## src/rtl/opi_phy_pkg.sv

```systemverilog
// Shared definitions for the OPI PHY gearboxes: collector states, word lengths
// and the byte-lane mapping helper.
package opi_phy_pkg;

  typedef enum logic {
    IDLE    = 1'b0,
    COLLECT = 1'b1
  } state_t;

  localparam logic [2:0] BYTES_32B = 3'd4;
  localparam logic [2:0] BYTES_16B = 3'd2;

  // Byte k of a word of 'need' bytes lands in lane need-1-k when MSB-first, else lane k.
  function automatic logic [1:0] lane_idx(input logic [1:0] k, input logic [2:0] need,
                                          input logic msb_first);
    logic [2:0] rev;
    rev = need - 3'd1 - {1'b0, k};
    return msb_first ? rev[1:0] : k;
  endfunction

endpackage

```

## src/rtl/gear_8b_32b.sv

```systemverilog
// Receive gearbox: assembles captured bytes into 16- or 32-bit words and
// presents each finished word with a single-cycle valid pulse.
module gear_8b_32b
  import opi_phy_pkg::*;
#(
  parameter bit MSB_FIRST = 1'b1
) (
  input  logic        clkin,
  input  logic        reset,
  input  logic        din_valid,
  input  logic [7:0]  din,
  input  logic        sof,
  input  logic        lo16b,
  input  logic        err_clr,
  output logic [31:0] dout,
  output logic        dout_valid,
  output logic        err
);

  state_t      state_r, state_nxt_s;
  logic [1:0]  cnt_r;
  logic [2:0]  need_r;
  logic [31:0] asm_r;
  logic [31:0] dout_r;
  logic        dout_valid_r;
  logic        err_r;

  logic        start_s, store_s, done_s, err_set_s;
  logic [2:0]  need_sof_s;
  logic [2:0]  cnt_inc_s;
  logic [1:0]  lane_s;

  assign need_sof_s = lo16b ? BYTES_16B : BYTES_32B;
  assign cnt_inc_s  = {1'b0, cnt_r} + 3'd1;
  // A starting byte is always byte 0 of the freshly latched length.
  assign lane_s     = start_s ? lane_idx(2'd0, need_sof_s, MSB_FIRST)
                              : lane_idx(cnt_r, need_r, MSB_FIRST);

  // Next-state and byte-action decode.
  always_comb begin
    state_nxt_s = state_r;
    start_s     = 1'b0;
    store_s     = 1'b0;
    done_s      = 1'b0;
    err_set_s   = 1'b0;
    case (state_r)
      IDLE: begin
        if (din_valid && sof) begin
          start_s     = 1'b1;
          state_nxt_s = COLLECT;
        end else if (din_valid) begin
          err_set_s   = 1'b1;
        end else begin
          state_nxt_s = IDLE;
        end
      end
      COLLECT: begin
        if (din_valid && sof) begin
          err_set_s   = 1'b1;
          start_s     = 1'b1;
        end else if (din_valid) begin
          store_s = 1'b1;
          if (cnt_inc_s == need_r) begin
            done_s      = 1'b1;
            state_nxt_s = IDLE;
          end else begin
            state_nxt_s = COLLECT;
          end
        end else begin
          state_nxt_s = COLLECT;
        end
      end
      default: state_nxt_s = IDLE;
    endcase
  end

  // State, assembly register, output word and sticky error.
  always_ff @(posedge clkin or posedge reset) begin
    if (reset) begin
      state_r      <= IDLE;
      cnt_r        <= 2'd0;
      need_r       <= 3'd0;
      asm_r        <= 32'd0;
      dout_r       <= 32'd0;
      dout_valid_r <= 1'b0;
      err_r        <= 1'b0;
    end else begin
      state_r      <= state_nxt_s;
      dout_valid_r <= done_s;
      if (err_set_s) begin
        err_r <= 1'b1;
      end else if (err_clr) begin
        err_r <= 1'b0;
      end
      if (start_s) begin
        // Clearing first keeps the unused upper half zero for 2-byte words.
        asm_r                       <= 32'd0;
        asm_r[{lane_s, 3'b000} +: 8] <= din;
        cnt_r                       <= 2'd1;
        need_r                      <= need_sof_s;
      end else if (store_s) begin
        asm_r[{lane_s, 3'b000} +: 8] <= din;
        if (done_s) begin
          dout_r                       <= asm_r;
          dout_r[{lane_s, 3'b000} +: 8] <= din;
          cnt_r                        <= 2'd0;
        end else begin
          cnt_r <= cnt_r + 2'd1;
        end
      end
    end
  end

  assign dout       = dout_r;
  assign dout_valid = dout_valid_r;
  assign err        = err_r;

endmodule

```

## config.mk

```make
export PLATFORM = sky130hd
export DESIGN_NAME = gear_8b_32b
export DESIGN_NICKNAME = d
export VERILOG_FILES = /design/src/rtl/opi_phy_pkg.sv /design/src/rtl/gear_8b_32b.sv
export SDC_FILE = /design/constraint.sdc
export NUM_CORES = 1
export LEC_CHECK = 0
export CORE_MARGIN = 3
export CORE_UTILIZATION = 53
export DETAILED_ROUTE_END_ITERATION = 10
export PLACE_DENSITY = 0.83
export SLEW_MARGIN = 20
export SYNTH_ARGS = -nofsm -noshare
export SYNTH_HDL_FRONTEND = slang
export SYNTH_SLANG_ARGS = --single-unit
export TNS_END_PERCENT = 50
```

## constraint.sdc

```tcl
create_clock -name clkin -period 2.5 [get_ports clkin]
set_input_delay 0.25 -clock clkin [delete_from_list [all_inputs] [get_ports clkin]]
set_output_delay 0.25 -clock clkin [all_outputs]
set_load 0.01 [all_outputs]
```

==> run summary <==
Clock-pin slew was measured on the worst setup and hold paths at 0.08 ns. Max-cap violations in this run came to 0. Along the worst path, the maximum fanout reaches 5.

The biggest cell delay along the critical path is 0.43 ns, and the number of H-tree levels is 3. Once the floorplan was initialized, standard cells occupied 56.8% of the core. For the power share of the sequential group, the log shows 41.2%.

Data on the critical path is required at its endpoint by 2.76 ns. During synthesis, Yosys emitted a total of 0 warnings. For this design, the CTS-stage hold fixing added 0 buffers. The simple-gate portion of the synthesized area is 17.4%, and the number of core rows is 26.

The synthesis-to-finish area growth was 27.2%. The run gives 2201 as the via count of the first global-routing pass. Summed over all nets, the switching power comes to 0.00133 W. In the routed layout, each cell is associated on average with a via count of 5.72. The number of design rule violations left after detail routing is 0. The cell area after layout was 3830 µm²; the areal power density over the cells was 1080 nW/µm². In the synthesized netlist the dominant register cell turns out to be dfrtp_1. The run gives 390 as the cell count after placement.

The number of different library cells used by synthesis comes to 41. STA classifies the critical path endpoint as a flop. The post-synthesis xor/xnor area fraction is 1.45%, and the register-to-register setup slack is 0.26 ns.

The synthesized netlist devotes 17.1% of its cell area to compound gates. When the netlist entered floorplanning its net count stood at 292. The die outline area was 6630 µm²; the share of the cycle needed by the critical path after routing was 89.8%.

Most frequent cell on the critical path: a21oi_1. The die is 81.4 µm tall. Walking the worst path, the cells encountered are xor2_1 -> mux2i_1 -> ha_1 -> nor3b_1 -> and4_2 -> buf_4 -> a21oi_1 -> a21oi_1. Fraction of final layout cells sized beyond drive strength 1: 11.6%. After detailed placement, the total cell area comes to 3610 µm².

The core region is 5300 µm². The first detailed-routing pass ran for 4 iterations. Sort of element at the start of the critical path: a flop.

Start point of the critical path: need_r[1]. The run gives 1.85 nW as the static leakage power. After synthesis, the largest family of logic cells by area is simple AND/OR/NAND/NOR gates. The worst clock skew was 0.00807 ns; the highest ir drop seen on vdd was 613 µV. The number of top-level pins came out at 48. Setup repair after global routing left no endpoint under its margin. The clock network burns 24.6% of the power. TritonCTS built the clock tree. The clock root buffer is clkbuf_8.

CTS saw 71 sinks. Entering global routing, the biggest net connects 72 pins. The tools report the layout net count as 349. The worst hold path belongs to the class in -> async. Global placer's final weighted congestion: 0.958.

In this run the post-CTS setup repair buffer count came out at 0. Final-layout setup total negative slack: 0 ns. The number of antenna violations at the first check in global routing is 0. The run finished with clean final reports.

The max-slew violation count was 0. The clock passes through at most 2 buffers. At the worst endpoint, the arrival time is 2.51 ns. Cell internal power was estimated by the tool at 0.00280 W.

After detailed routing, the average wire length per cell comes to 16.6 µm. The slew at the pin with the worst max-slew slack was 0.605 ns. Adder and majority gate portion of the synthesized area: 1.66%. The share of total power consumed by net switching was 32.2%; the number of non-filler instances in the completed layout was 405. For this run, the register share of the synthesized area comes to 58.9%. The final critical-path required period is 2.24 ns. The library cell used most frequently in the layout, excluding fill and tap cells, is dfrtp_1. For this run, the share of the core covered by cells in the final layout is 72.3%.

Setup violations remaining at the end of the flow were counted as 0. The worst setup path is of the reg -> reg kind. Synthesis handed over a netlist of 274 instances. The cell area that synthesis handed to floorplanning was 3010 µm².

Leaving out fill and tap cells, the most frequent cells in the layout are dfrtp_1 (71), nand2_1 (49), clkdlybuf4s50_1 (47). For this run, asynchronously set or reset flops after synthesis account for 100%. Clock insertion delay at the later pin of the skew report: 0.34 ns.

In the synthesized netlist, mux cells make up 0.332% of the area. The remaining global-route overflow came out at 0. The slowest stage of the critical path is the dfrtp_1 cell. Yosys mapped a number of flops with a built-in enable equal to 0.

The quantity of I/O buffers inserted on ports is 47, and the post-route worst setup slack is 0.256 ns. Buffers inserted during clock tree synthesis total 9. Detailed routing inserted a total of 2315 vias.

For the number of fillers in the final layout, the log shows 393. The number of gates resized after CTS was 0. 0 antenna diodes ended up in the layout. The worst register-to-register path ends at dout[20]. Averaged over all synthesized cells, the footprint is 11.0 µm². The critical register-to-register path startpoint was need_r[1]. For this run, the top clock speed supported by timing is 0.446 GHz. After the first detailed-routing iteration, the DRC count stood at 207. For this run, the total global-route usage over all layers was measured as 22.5%.

For the headroom to the max-slew limit, the log shows 59.4%. The combinational cell fraction of total power came out at 34.2%. The logs give 6740 µm for the detailed-route wire length and 0 for the final-report hold violation count.

The worst register-to-register path has a depth of 8. The wire-length estimate of the detail-placed layout is 4480 µm. For the first-pass GRT wire length, the log shows 11000 µm. The synthesized design contains 71 register bits. Once detail routing completed, the nets flagged for antenna violations numbered 0. Pre-CTS setup slack: 0.0167 ns. From left edge to right edge, the die measures 81.4 µm.
through the flow:
step / hold slack (ns) / power (W)
2_1_floorplan: 0.357 / 0.00246
3_3_place_gp: 0.451 / 0.00310
3_5_place_dp: 0.456 / 0.00314
4_1_cts: 0.313 / 0.00416
5_1_grt: 0.355 / 0.00438
6_report: 0.303 / 0.00413
power by group through the flow:
stage	clock network, W	registers (W)	logic [W]
2_1_floorplan	0	0.00175	0.000705
5_1_grt	0.00108	0.00175	0.00156
4_1_cts	0.00103	0.00170	0.00143
3_3_place_gp	0	0.00171	0.00139
3_5_place_dp	0	0.00172	0.00142
6_report	0.00102	0.00170	0.00141
registers in the layout, indices dropped and copies added, names as in the netlist:
signal,flops
asm_r,32
cnt_r,2
dout,32
dout_valid,1
err,1
need_r,2
state_r,1
cells in the mapped netlist, drive strengths merged (3+ instances only):
library cell | count | share of area (%)
dfrtp | 71 | 59
nor2 | 29 | 3.6
xnor2 | 4 | 1.2
nor3 | 3 | 1.0
nor2b | 7 | 1.5
nand3b | 9 | 2.2
inv | 6 | 0.75
a21oi | 14 | 2.3
a22o | 31 | 9.0
buf | 11 | 2.2
ha | 4 | 1.7
o21ai | 4 | 0.66
nand2 | 50 | 6.3
a221oi | 8 | 2.3
layer usage:
layer  vias up  global-route usage (%)  part of all wire, %
met3        17                    5.59                  6.1
met1      1133                    31.5                   47
met2        86                    33.7                   45
met4         0                    9.12                  2.2
met5         -                       0                    0
li1       1079                       -                    -
worst max path at each step:
stage,endpoint,slack [ns],depth (start not counted)
floorplan,asm_r[16],0.23,9
detailed placement,dout[20],0.02,9
CTS,dout[20],0.25,8
global route,dout[18],0.01,9
global placement,dout[20],0.10,9
finish,dout[20],0.26,8
kinds of logic after synthesis:
group	after synthesis
buffers and inverters	19
and+or+nand+nor	108
DFF	71
muxes	1
AOI/OAI and AO/OA	66
adders and majority gates	4
xor gates and xnor gates	5
final cells by class:
cell class	count	area, µm²	area share [%]
timing repair buffer	59	586	15.3
sequential	71	1780	46.3
clock inverter	5	82.6	2.15
clock buffer	10	138	3.59
inverter	6	22.5	0.587
multi-input combinational	184	1140	29.8
tap	70	87.6	2.28
critical path, delay by kind of cell (launching register included):
family,cells,cell delay [ns]
DFF,1,0.43
AOI/OAI and AO/OA,2,0.23
buffers and inverters,1,0.15
muxes,1,0.26
xor gates and xnor gates,1,0.19
and+or+nand+nor,2,0.57
adders and majority gates,1,0.33
No activity file was read; power rests on OpenSTA's default activity.
